## src/rtl/bus_sync_tx.sv

```systemverilog
// Source side of a 2-phase req/ack bus synchronizer.
// A word is captured into data_out and announced by toggling req_out. The
// destination answers by toggling ack_in to match req_out. ack_in is brought
// into this clock domain through a NUM_STAGES flop chain, and only the last
// stage is used by any logic.
module bus_sync_tx #(
  parameter int P_WIDTH    = 8,
  parameter int NUM_STAGES = 2   // must be at least 2
) (
  input  logic               clk,
  input  logic               rst,
  input  logic               src_valid,
  input  logic [P_WIDTH-1:0] src_data,
  output logic               src_ready,
  output logic [P_WIDTH-1:0] data_out,
  output logic               req_out,
  input  logic               ack_in,
  output logic               done,
  output logic               proto_err
);

  // A 1-bit state register keeps the encoding compatible with older tools.
  localparam logic [0:0] ST_IDLE     = 1'b0;
  localparam logic [0:0] ST_WAIT_ACK = 1'b1;

  logic [0:0]            state_q, state_d;
  logic [P_WIDTH-1:0]    data_q, data_d;
  logic                  req_q, req_d;
  logic                  done_q, done_d;
  logic                  err_q, err_d;
  logic [NUM_STAGES-1:0] sync_q, sync_d;
  logic                  ack_sync;
  logic                  accept;

  // Synchronizer next value: stage 0 samples the asynchronous ack_in,
  // each later stage takes the one before it.
  always_comb begin
    sync_d = {sync_q[NUM_STAGES-2:0], ack_in};
  end

  // Synchronizer flops; every stage clears on reset so a restart never sees
  // a stale acknowledge from before the reset.
  always_ff @(posedge clk) begin
    if (rst) begin
      sync_q <= '0;
    end else begin
      sync_q <= sync_d;
    end
  end

  // Only the final synchronizer stage is considered safe to use.
  assign ack_sync = sync_q[NUM_STAGES-1];

  // Ready is decoded purely from the state register so it never depends
  // combinationally on src_valid or ack_in.
  assign src_ready = (state_q == ST_IDLE);
  assign accept    = src_valid & src_ready;

  // Next-state logic: capture and toggle on accept, finish when the
  // synchronized acknowledge catches up with the request.
  always_comb begin
    state_d = state_q;
    data_d  = data_q;
    req_d   = req_q;
    done_d  = 1'b0;
    err_d   = err_q;
    case (state_q)
      ST_IDLE: begin
        // With no transfer outstanding ack must already match req; any
        // difference means the destination toggled on its own.
        if (ack_sync != req_q) begin
          err_d = 1'b1;
        end
        if (accept) begin
          data_d  = src_data;
          req_d   = ~req_q;
          state_d = ST_WAIT_ACK;
        end
      end
      ST_WAIT_ACK: begin
        // src_valid/src_data are ignored here; data_out is held steady.
        // The done pulse is one cycle long because the next state is IDLE.
        if (ack_sync == req_q) begin
          state_d = ST_IDLE;
          done_d  = 1'b1;
        end
      end
      default: begin
        state_d = ST_IDLE;
      end
    endcase
  end

  // State and output registers; reset wins over accept and ack detection.
  always_ff @(posedge clk) begin
    if (rst) begin
      state_q <= ST_IDLE;
      data_q  <= '0;
      req_q   <= 1'b0;
      done_q  <= 1'b0;
      err_q   <= 1'b0;
    end else begin
      state_q <= state_d;
      data_q  <= data_d;
      req_q   <= req_d;
      done_q  <= done_d;
      err_q   <= err_d;
    end
  end

  assign data_out  = data_q;
  assign req_out   = req_q;
  assign done      = done_q;
  assign proto_err = err_q;

endmodule

```

## config.mk

```make
export PLATFORM = sky130hd
export DESIGN_NAME = bus_sync_tx
export DESIGN_NICKNAME = d
export VERILOG_FILES = /design/src/rtl/bus_sync_tx.sv
export SDC_FILE = /design/constraint.sdc
export NUM_CORES = 1
export LEC_CHECK = 0
export CAP_MARGIN = 10
export CORE_AREA = 4 4 41 43
export CTS_CLUSTER_SIZE = 28
export DETAILED_ROUTE_END_ITERATION = 10
export DIE_AREA = 0 0 45 47
export PLACE_DENSITY = 0.68
export SYNTH_ARGS = -nofsm -noshare
export SYNTH_HDL_FRONTEND = slang
export SYNTH_SLANG_ARGS = --single-unit
```

## constraint.sdc

```tcl
create_clock -name clk -period 2 [get_ports clk]
set_input_delay 0.4 -clock clk [delete_from_list [all_inputs] [get_ports clk]]
set_output_delay 0.4 -clock clk [all_outputs]
set_load 0.02 [all_outputs]
```

==> impl_summary.log <==
INFO  metric clock-sinks = 14
INFO  metric cts_hold_buffers = 0
INFO  metric worstSetupStartpointType = flop
INFO  metric ant_nets = 0
INFO  metric drt_wl_total = approximately 960 um
INFO  metric synth_to_final_area_change = 58.93%
INFO  metric clock_tree.root_cell = clkbuf_4
INFO  metric cap_violations = 0
INFO  metric power_density = about 840 nW/um2
INFO  metric relative_max_transition_margin = between 60% and 70%
INFO  metric n_fill_cell = 129
INFO  metric row_count = 13
INFO  metric post_synth_main_area_contributors = dfxtp_1 60%, nand2_1 13%, a21oi_1 11%, nor2b_1 4.0%, nor2_1 2.4%
INFO  metric cellLeakagePower = around 0.29 nW
INFO  metric post-synth-top-area-fraction = 59.73%
INFO  metric cts_tree = built
INFO  metric first_pass_grt_wire_length = approximately 1600 um
INFO  metric critical_path_peak_fanout = 4
INFO  metric top_level_ports = 24
INFO  metric rsz0062_at_grt = no
INFO  metric worst_hold_slack = about 0.45 ns
INFO  metric irDropWorstVdd = between 400 and 500 uV
INFO  metric num-nets-final = 92
INFO  metric pre_cts_slack = about 0.50 ns
INFO  metric antenna_violations_before_repair = 0
INFO  metric cp.arrival = ~1.3 ns
INFO  metric synth_area_per_cell = ~8.7 um2
INFO  metric clk_transition_reported_paths = around 0.08 ns
INFO  metric clock-skew-final = 0.001513 ns
INFO  metric fp.coreArea = 1301 um2
INFO  metric min-delay-path-class = flop to flop
INFO  metric synth_area = 469.2 um2
INFO  metric highest_layer = met3
INFO  metric grt.total_usage = 10.89%
INFO  metric postSynthCellCount = 54
INFO  metric synth.yosys.seq_area_share = around 60%
INFO  metric synthDistinctLibCells = 13
INFO  metric initial_standard_cell_utilization_of_the_core = between 30% and 40%
INFO  metric detail_route.wl_per_cell = 10.18 um
INFO  metric antenna_cells = 0
INFO  metric die_y = 47 um
INFO  metric detail_route.iter0.violations = 2
INFO  metric vias_in_the_first_global_route = approximately 370
INFO  metric detailroute.via_count = approximately 420
INFO  metric worst_ep_required_time = roughly 1.6 ns
INFO  metric path_class = flop to output pin
INFO  metric layout-drive-gt1-share = under 10%
INFO  metric timing.setup.tns = 0 ns
INFO  metric numPortBuffers = 23
INFO  metric die-width = ~45 um
INFO  metric met3WireLength = roughly 120 um
INFO  metric total_setup_buffers_inserted_after_cts = 0
INFO  metric layout_setup_ws = a little under 0.3 ns
INFO  metric drt_drc_violations_left = 0
INFO  metric yosys_warnings = 0
INFO  metric grt_start_max_net_pins = 15
INFO  metric min_period = between 1.5 and 2 ns
INFO  metric worstSkewPairLatency = roughly 0.27 ns
INFO  metric max_slew.worst_pin.slew = ~0.47 ns
INFO  metric cts.repair.resized = 0
INFO  metric status = finished clean
INFO  metric setup_viol_count_final = 0
INFO  metric timing.fmax = about 590 MHz
INFO  metric routed_via_density = 4.426
INFO  metric rrSetupSlack = slightly above 1 ns
INFO  metric htreeDepth = 1
INFO  metric detailedPlacementHpwl = just over 700 um
INFO  metric postSynthRegisterBits = 14
INFO  metric synthesis.nets = 66
INFO  metric routabilityCongestion = about 0.64
INFO  metric tritoncts.num_buffers = 3
INFO  metric slew_violations = 0
INFO  metric routed_metal_1_wirelength = approximately 420 um
INFO  metric cp-end-kind = output pin
INFO  metric finalCritPeriodShare = a little under nine tenths
INFO  metric report.final.hold_viol_count = 0
INFO  metric die_area = about 2100 um2
INFO  metric grt.overflow.total = 0
INFO  metric wl_met2 = 412 um
INFO  metric final_core_util = between 50% and 60%
INFO  metric cts.path.max_buffers = 2
INFO  metric synth_largest_area_cell = dfxtp_1
INFO  metric drt_pre_antenna_iters = 2
routing by layer:
layer,global-route usage (%),up-vias
met5,0,-
met4,5.263,0
met3,7.280,0
met2,14.41,18
met1,13.43,180
li1,-,218
power breakdown:
group          leakage [nW]  total [mW]  switching (mW)  internal (mW)
Combinational         0.154       0.121          0.0564         0.0644
Clock                0.0210       0.196          0.0852          0.111
Sequential            0.115       0.309          0.0106          0.298
critical path: stages, from the launching register on:
cell	delay, ns
dfxtp_1	0.34
inv_1	0.09
clkdlybuf4s50_1	0.61
metrics by stage:
stage	cells	instance area (um2)	power (mW)
floorplan	54	469.2	0.3746
global placement	90	709.4	0.4372
detailed placement	90	709.4	0.4379
CTS	94	745.7	0.6389
global route	94	745.7	0.6693
finish	94	745.7	0.6252
cell usage after synthesis (all sizes together):
| cell type | n |
|---|---|
| a21oi | 10 |
| buf | 2 |
| clkbuf | 1 |
| dfxtp | 14 |
| inv | 1 |
| nand2 | 16 |
| nand2b | 1 |
| nor2 | 3 |
| nor2b | 3 |
| nor3 | 1 |
| xnor2 | 1 |
| xor2 | 1 |
cells in the final DEF (no fill, tap or decap), drive strengths merged:
cell,n
inv,1
a21oi,10
buf,1
nor2b,3
nand2,16
nor2,3
clkdlybuf4s50,23
nor3,1
clkbuf,4
nand2b,1
xnor2,1
xor2,1
dfxtp,14
layout make-up:
cell class | instances | area (um2) | share of cell area [%]
sequential | 14 | 280.3 | 37.58
timing repair buffer | 24 | 237.7 | 31.88
multi-input combinational | 36 | 168.9 | 22.65
clock buffer | 4 | 36.28 | 4.866
tap | 15 | 18.77 | 2.517
inverter | 1 | 3.754 | 0.5034
path summary, 6_finish.rpt:
check | from | endpoint | cells past startpoint
worst max-delay path | state_q | src_ready | 2
worst min-delay path | data_out[7] | data_out[7] | 2
worst max register to register | state_q | data_out[4] | 3
worst min register to register | data_out[7] | data_out[7] | 2
registers in the layout (all words and copies together), names as in the netlist:
name / flops
data_out: 8
proto_err: 1
sync_q: 2
req_out: 1
done: 1
state_q: 1
cell families after synthesis:
group | Yosys count | share of synthesized area (%)
compound gates | 10 | 10.67
xor+xnor | 2 | 3.734
buf+inv | 4 | 4.265
flops | 14 | 59.73
simple gates | 24 | 21.60
No activity file was read; power rests on OpenSTA's default activity.
